$ cat config.mk
export PLATFORM = sky130hd
export DESIGN_NAME = multicycle_ctrl
export DESIGN_NICKNAME = d
export VERILOG_FILES = /design/src/rtl/multicycle_ctrl.sv
export SDC_FILE = /design/constraint.sdc
export NUM_CORES = 1
export LEC_CHECK = 0
export BUFFER_PORTS_ARGS = -buffer_cell sky130_fd_sc_hd__buf_4
export CORE_ASPECT_RATIO = 0.9
export CORE_MARGIN = 1
export CORE_UTILIZATION = 45
export DETAILED_ROUTE_END_ITERATION = 6
export PLACE_DENSITY = 0.72
export SETUP_SLACK_MARGIN = 0.4
export SLEW_MARGIN = 15
export SYNTH_ARGS = -nofsm -noshare
export SYNTH_HDL_FRONTEND = slang
export SYNTH_SLANG_ARGS = --single-unit
$ cat constraint.sdc
create_clock -name clk -period 4.8 [get_ports clk]
set_clock_uncertainty 0.05 [all_clocks]
set_input_delay 0.48 -clock clk [delete_from_list [all_inputs] [get_ports clk]]
set_output_delay 0.48 -clock clk [all_outputs]
set_load 0.02 [all_outputs]
$ cat src/rtl/multicycle_ctrl.sv
// Multi-cycle RV32I control unit: sequences fetch, decode, execute,
// memory and writeback through request/valid handshakes, with a sticky halt.
module multicycle_ctrl #(
  parameter int TIMEOUT_CYCLES = 1023,
  parameter bit ENABLE_TIMEOUT = 1'b1
) (
  input  logic        clk,
  input  logic        rst,
  output logic        inst_req,
  input  logic        inst_valid,
  input  logic [31:0] inst,
  input  logic        branch_taken,
  output logic        dmem_req,
  output logic        dmem_wen,
  output logic [2:0]  dmem_funct3,
  input  logic        dmem_resp_valid,
  output logic        ir_wen,
  output logic        pc_wen,
  output logic        reg_wen,
  output logic [2:0]  imm_type,
  output logic        pc_src,
  output logic        a_src,
  output logic        b_src,
  output logic [3:0]  alu_op,
  output logic [1:0]  wb_src,
  output logic        halt,
  output logic        illegal,
  output logic        timeout
);

  localparam int CW = $clog2(TIMEOUT_CYCLES + 1);

  typedef enum logic [2:0] {
    S_IDLE, S_FETCH, S_DECODE, S_EXEC, S_MEM, S_WB, S_HALT
  } state_t;

  localparam logic [6:0] OP_LUI   = 7'b0110111;
  localparam logic [6:0] OP_AUIPC = 7'b0010111;
  localparam logic [6:0] OP_JAL   = 7'b1101111;
  localparam logic [6:0] OP_JALR  = 7'b1100111;
  localparam logic [6:0] OP_BR    = 7'b1100011;
  localparam logic [6:0] OP_LD    = 7'b0000011;
  localparam logic [6:0] OP_ST    = 7'b0100011;
  localparam logic [6:0] OP_OPI   = 7'b0010011;
  localparam logic [6:0] OP_OP    = 7'b0110011;

  state_t        r_state, w_next;
  logic [31:0]   r_ir;
  logic [CW-1:0] r_cnt;
  logic          r_ill, r_to;
  logic          w_set_ill, w_set_to;
  logic          w_lui, w_auipc, w_jal, w_jalr, w_br;
  logic          w_ld, w_st, w_opi, w_op;
  logic          w_known, w_ebreak, w_lim, w_wait;
  logic          w_ir_wen, w_fields_vld;
  logic [3:0]    w_alu;

  assign w_lui    = r_ir[6:0] == OP_LUI;
  assign w_auipc  = r_ir[6:0] == OP_AUIPC;
  assign w_jal    = r_ir[6:0] == OP_JAL;
  assign w_jalr   = r_ir[6:0] == OP_JALR;
  assign w_br     = r_ir[6:0] == OP_BR;
  assign w_ld     = r_ir[6:0] == OP_LD;
  assign w_st     = r_ir[6:0] == OP_ST;
  assign w_opi    = r_ir[6:0] == OP_OPI;
  assign w_op     = r_ir[6:0] == OP_OP;
  assign w_known  = w_lui | w_auipc | w_jal | w_jalr | w_br
                  | w_ld | w_st | w_opi | w_op;
  assign w_ebreak = r_ir == 32'h0010_0073;

  assign w_lim  = ENABLE_TIMEOUT && (r_cnt == CW'(TIMEOUT_CYCLES));
  assign w_wait = (r_state == S_FETCH && !inst_valid)
               || (r_state == S_MEM && !dmem_resp_valid);
  assign w_ir_wen = (r_state == S_FETCH) && inst_valid;
  assign w_fields_vld = (r_state == S_EXEC) || (r_state == S_MEM)
                     || (r_state == S_WB);

  always_ff @(posedge clk or posedge rst) begin
    if (rst) r_state <= S_IDLE;
    else     r_state <= w_next;
  end

  always_ff @(posedge clk or posedge rst) begin
    if (rst) begin
      r_ir  <= '0;
      r_cnt <= '0;
      r_ill <= 1'b0;
      r_to  <= 1'b0;
    end else begin
      if (w_ir_wen) r_ir <= inst;
      // any state change clears the wait count for the next handshake
      if (r_state != w_next) r_cnt <= '0;
      else if (w_wait)       r_cnt <= r_cnt + CW'(1);
      r_ill <= r_ill | w_set_ill;
      r_to  <= r_to | w_set_to;
    end
  end

  always_comb begin
    w_next    = r_state;
    w_set_ill = 1'b0;
    w_set_to  = 1'b0;
    unique case (r_state)
      S_IDLE: w_next = S_FETCH;
      S_FETCH: begin
        if (inst_valid) w_next = S_DECODE;
        else if (w_lim) begin
          w_next   = S_HALT;
          w_set_to = 1'b1;
        end
      end
      S_DECODE: begin
        if (w_ebreak) w_next = S_HALT;
        else if (!w_known) begin
          w_next    = S_HALT;
          w_set_ill = 1'b1;
        end else w_next = S_EXEC;
      end
      S_EXEC: w_next = (w_ld | w_st) ? S_MEM : S_WB;
      S_MEM: begin
        if (dmem_resp_valid) w_next = w_ld ? S_WB : S_FETCH;
        else if (w_lim) begin
          w_next   = S_HALT;
          w_set_to = 1'b1;
        end
      end
      S_WB:    w_next = S_FETCH;
      S_HALT:  w_next = S_HALT;
      default: w_next = S_IDLE;
    endcase
  end

  always_comb begin
    w_alu = 4'd0;
    case (r_ir[14:12])
      3'b000:  w_alu = (w_op && r_ir[30]) ? 4'd1 : 4'd0;
      3'b001:  w_alu = 4'd6;
      3'b010:  w_alu = 4'd9;
      3'b011:  w_alu = 4'd10;
      3'b100:  w_alu = 4'd5;
      3'b101:  w_alu = r_ir[30] ? 4'd8 : 4'd7;
      3'b110:  w_alu = 4'd4;
      default: w_alu = 4'd3;
    endcase
  end

  always_comb begin
    inst_req    = 1'b0;
    ir_wen      = 1'b0;
    dmem_req    = 1'b0;
    dmem_wen    = 1'b0;
    dmem_funct3 = 3'd0;
    pc_wen      = 1'b0;
    reg_wen     = 1'b0;
    imm_type    = 3'd7;
    pc_src      = 1'b0;
    a_src       = 1'b0;
    b_src       = 1'b0;
    alu_op      = 4'd0;
    wb_src      = 2'd0;
    halt        = 1'b0;
    illegal     = r_ill;
    timeout     = r_to;
    // idle (and therefore reset) presents an all-zero bundle
    if (r_state == S_IDLE) imm_type = 3'd0;
    if (w_fields_vld) begin
      unique case (1'b1)
        w_lui:   begin imm_type = 3'd3; b_src = 1'b1; alu_op = 4'd2; end
        w_auipc: begin imm_type = 3'd3; a_src = 1'b1; b_src = 1'b1; end
        w_jal: begin
          imm_type = 3'd4; a_src = 1'b1; b_src = 1'b1; wb_src = 2'd1;
        end
        w_jalr:  begin imm_type = 3'd0; b_src = 1'b1; wb_src = 2'd1; end
        w_br:    begin imm_type = 3'd2; a_src = 1'b1; b_src = 1'b1; end
        w_ld:    begin imm_type = 3'd0; b_src = 1'b1; wb_src = 2'd2; end
        w_st:    begin imm_type = 3'd1; b_src = 1'b1; end
        w_opi:   begin imm_type = 3'd0; b_src = 1'b1; alu_op = w_alu; end
        w_op:    alu_op = w_alu;
        default: imm_type = 3'd7;
      endcase
    end
    unique case (r_state)
      S_FETCH: begin
        inst_req = 1'b1;
        ir_wen   = w_ir_wen;
      end
      S_MEM: begin
        dmem_req    = 1'b1;
        dmem_wen    = w_st;
        dmem_funct3 = r_ir[14:12];
        pc_wen      = w_st & dmem_resp_valid;
      end
      S_WB: begin
        pc_wen  = 1'b1;
        pc_src  = w_jal | w_jalr | (w_br & branch_taken);
        reg_wen = !w_br && (r_ir[11:7] != 5'd0);
      end
      S_HALT:  halt = 1'b1;
      default: ;
    endcase
  end

endmodule

* Word level (Yosys, flattened, before mapping)
Cells that the tools add are included.
** Storage, ports and cells
- Logic and storage cells :: 107
- Output and inout bits :: 24
- Bits in registers :: 47
** Operators by class
- Bitwise operators :: 15
- Add/sub/neg operators :: 1
- Reductions and logical operators :: 22
- Equal/unequal tests :: 24
- Muxes and demuxes :: 40
** Operators by type and width (number)
- case mux 3 bit (6 select lines) :: 2
- == test 32 x 21 -> 1 bit (second input constant) :: 1
- case mux 4 bit (7 select lines) :: 1
- 2-to-1 mux 3 bit :: 9
- == test 7 x 6 -> 1 bit (second input constant) :: 3
- == test 7 bit (second input constant) :: 3
- 2-to-1 mux 10 bit :: 2
- 2-to-1 mux 1 bit :: 19
- == test 3 bit (second input constant) :: 6
- == test 7 x 5 -> 1 bit (second input constant) :: 2
- bitwise OR 1 bit :: 13
- == test 3 x 2 -> 1 bit (second input constant) :: 4
- adder 10 x 1 -> 10 bit (second input constant) :: 1
- == test 10 bit (second input constant) :: 1
- 2-to-1 mux 4 bit :: 2
- case mux 4 bit (2 select lines) :: 1
- OR reduction 2 bit :: 4
- OR reduction 8 bit :: 1
- == test 7 x 2 -> 1 bit (second input constant) :: 1
- == test 3 x 1 -> 1 bit (second input constant) :: 2
- logical NOT 3 bit :: 2
- OR reduction 3 bit :: 2
- logical AND 1 bit :: 5
- nonzero test 5 bit :: 1
- 8 further kinds :: 14

* Depth between registers and ports, before layout
- Depth after elaboration :: 14
- Depth in mapped cells :: 7
- Depth with buffers taken out :: 6

* Worst setup path before layout
OpenSTA, ideal clock, no wires.
- Path type :: register to output
- From :: register r_state[1]
- To :: output alu_op[0]
- Setup slack :: 2.555 ns
- Stages on the path, launching flop included :: 6
- Data arrival time :: 1.715 ns
- Cells stage by stage :: dfrtp_1 > clkbuf_1 > clkbuf_1 > a21oi_1 > a2111o_1 > nor2_1
** Between the ends
- Cells in the longest elaborated chain, start to end :: 4
** RTL lines
- start, declared :: RTL line 47 : state_t r_state, w_next;
- start signal, assigned :: RTL line 80 : else r_state <= w_next;
- == test 3 x 2 -> 1 bit or == test 3 bit (tied branches) :: RTL line 75 : assign w_fields_vld = (r_state == S_EXEC) || (r_state == S_MEM)
- logical OR 1 bit :: RTL line 75
- logical OR 1 bit (*) :: RTL line 76 : || (r_state == S_WB);
- 2-to-1 mux 4 bit (*) :: RTL line 166 : if (w_fields_vld) begin
- end, declared :: RTL line 24 : output logic [3:0] alu_op,
Mark *: on every way between the ends. The rest lies on a longest branch, timed or not.

* Final worst setup path
- From :: register r_state[0]
- To :: output ir_wen
** Between the ends
- Cells in the longest elaborated chain, start to end :: 3
** RTL lines
- == test 3 x 1 -> 1 bit (*) :: RTL line 74, 182
- logical AND 1 bit :: RTL line 74 : assign w_ir_wen = (r_state == S_FETCH) && inst_valid;
- 2-to-1 mux 1 bit (*) :: RTL line 182 : unique case (r_state)
- end, declared :: RTL line 17 : output logic ir_wen,
Marked as above.

==> impl_metrics.tcl <==
set metrics [dict create \
    cts_setup_buffers 0 \
    yosysWarnings 0 \
    crit_chain "nor2b_1 > and3_1 > buf_4" \
    area_growth_pct 21.4 \
    final_common_cell "buf_4" \
    ys_seq_area_share_pct 44.1 \
    cts_hold_buffers 0 \
    vias 2226 \
    cts-buffers-inserted 5 \
    worst-setup-path-type "reg -> out" \
    grt_setup_unrepaired "false" \
    cp_slowest_cell "and3_1" \
    synth_flop_cell "dfrtp_1" \
    ys_ff_latch 47 \
    die_area_mm2 0.00623 \
    place_inst 383 \
    critPathMaxFanout 20 \
    coreArea_mm2 0.00569 \
    viasPerCell 5.71 \
    status "finished clean" \
    dieHeight_um 75.0 \
    powerDensity_mw_per_mm2 577 \
    slowest_delay_ps 780 \
    grt_remaining_overflow 0 \
    syn_inst 270 \
    finalMaxSlewViolations 0 \
    critPathTopFamily "simple AND/OR/NAND/NOR gates" \
    gp_congestion 0.854 \
    routedWlPerCell_um 15.5 \
    first_pass_iters 4 \
    maxCapViolCount 0 \
    worstPathArrival_ps 2420 \
    cp.required_ps 4270 \
    synth_fp_nets 308 \
    cp-startpoint "r_state[0]" \
    io-pin-count 61 \
    top_layer "met4" \
    finalPower_uw 1870 \
    grt_max_degree 48 \
    grt_pass1_wl_um 10100 \
    start_util_pct 46.8 \
    m1WireLength_um 2900 \
    slew_headroom_pct 36.6 \
    period_minus_slack_ps 2950 \
    ctsLongestPathBuffers 2 \
    instances_no_fill 390 \
    diodes 0 \
    num_rows 26 \
    tightest_slew_ps 949 \
    min_from "inst[3]" \
    r2r-start "r_state[0]" \
    period_share_pct 61.5 \
    clock-sinks 47 \
    end_kind "output port" \
    tns_ps 0 \
    multi_input_area_mm2 0.00139 \
    crit_buf_inv 1 \
    grt_pass1_vias 2108 \
    hold_path_class "in -> reg" \
    syn-mean-instance-area_um2 9.87 \
    path_clk_slew_ps 90 \
    vdd.ir_drop.worst_mv 0.275 \
    synthDistinctLibCells 49 \
    seq_area_mm2 0.00118 \
    max_freq_mhz 339 \
    ant_nets 0 \
    cts_tree "yes" \
    cts_root_buf "clkbuf_8" \
    mostFrequentLayoutCells "61 x buf_4, 47 x dfrtp_1, 31 x mux2_2, 23 x nor2_1, 19 x nand2_1" \
    grt_usage_pct 20.7 \
    cts-resized-gates 0 \
    routed_wl_um 6030 \
    timing_hold_violations_final 0 \
    synth_area_mm2 0.00267 \
    startpoint_type "flop" \
    hpwl_um 4420 \
    antenna_found_initial 0 \
    drc_errors 0 \
    n_fill_cell 500 \
    setup_viol 0 \
    async_flop_share_pct 100 \
    drt_iter0_drc 152 \
    portBuffers 60 \
    dr_wl_met3_um 338 \
    p_leak_uw 0.00136 \
    synth_edf_count 0 \
    wl_met2_um 2700 \
    nNetsFinal 358 \
    drive_gt1_share_pct 33.4 \
    worstSkewPairLatency_ps 300 \
    dieWidth_um 83.1 \
    cts_max_level 2 \
]
## cells in the mapped netlist (all sizes together) (6+ instances only)
library cell / number / area share [%]
o21ai: 11 / 2.1
nor2: 23 / 3.2
nor3: 17 / 3.2
a21oi: 7 / 1.3
a31oi: 7 / 2.2
mux2: 31 / 13
nand2: 19 / 2.7
nand3: 6 / 1.1
nand2b: 6 / 1.4
buf: 6 / 1.4
dfrtp: 47 / 44
clkbuf: 12 / 1.7
## flip-flops by register name (all words and copies together), names as in the netlist
name     count
illegal      1
r_cnt       10
r_ir        32
r_state      3
timeout      1
## metal layers
layer | up-vias | GRT usage, %
met5 | - | 0
met4 | 0 | 5.94
li1 | 1083 | -
met2 | 71 | 32.5
met1 | 1064 | 29.4
met3 | 8 | 4.39
## cell families after synthesis
family | count (synthesis) | synth area share [%]
AOI/OAI and AO/OA | 50 | 13.5
xor gates and xnor gates | 9 | 2.96
adders and majority gates | 1 | 0.469
buffers and inverters | 23 | 3.76
DFF | 47 | 44.1
muxes | 33 | 13.8
and+or+nand+nor | 107 | 21.3
## worst register-to-register path, cell delays in order, from the launching register on
cell and delay, ps:
dfrtp_1 650, nor2b_1 410, and3_1 780, buf_4 370
mux2_2 360
## final timing paths
path                            endpoint  slack, ps  depth (start not counted)
worst min register to register   timeout        430                          1
worst max register to register  r_ir[21]       2070                          4
max in group asynchronous        r_ir[7]       3760                          2
worst min-delay path             r_ir[3]        330                          3
min in group asynchronous       r_cnt[9]        350                          2
worst max-delay path              ir_wen       1850                          3
## stage by stage
stage	worst slack, ps	instance area, µm²	hold WS, ps	utilization [%]
finish	1850	3240	334	56.8
global route	1660	3240	346	56.8
CTS	1860	3240	330	56.8
detailed placement	2130	3130	400	55.0
global placement	2200	3130	395	55.0
floorplan	2550	2670	422	-
## layout make-up
cell class,instances,area share [%]
clock buffer,5,2.13
clock inverter,2,1.16
inverter,5,0.580
multi-input combinational,200,42.9
sequential,47,36.3
tap,70,2.71
timing repair buffer,61,14.2
## power breakdown
group	internal, µW	leakage (µW)	switching, µW
sequential	552	0.000578	203
clock	152	0.0000502	132
combinational	398	0.000733	431
No activity file was read; power rests on OpenSTA's default activity.
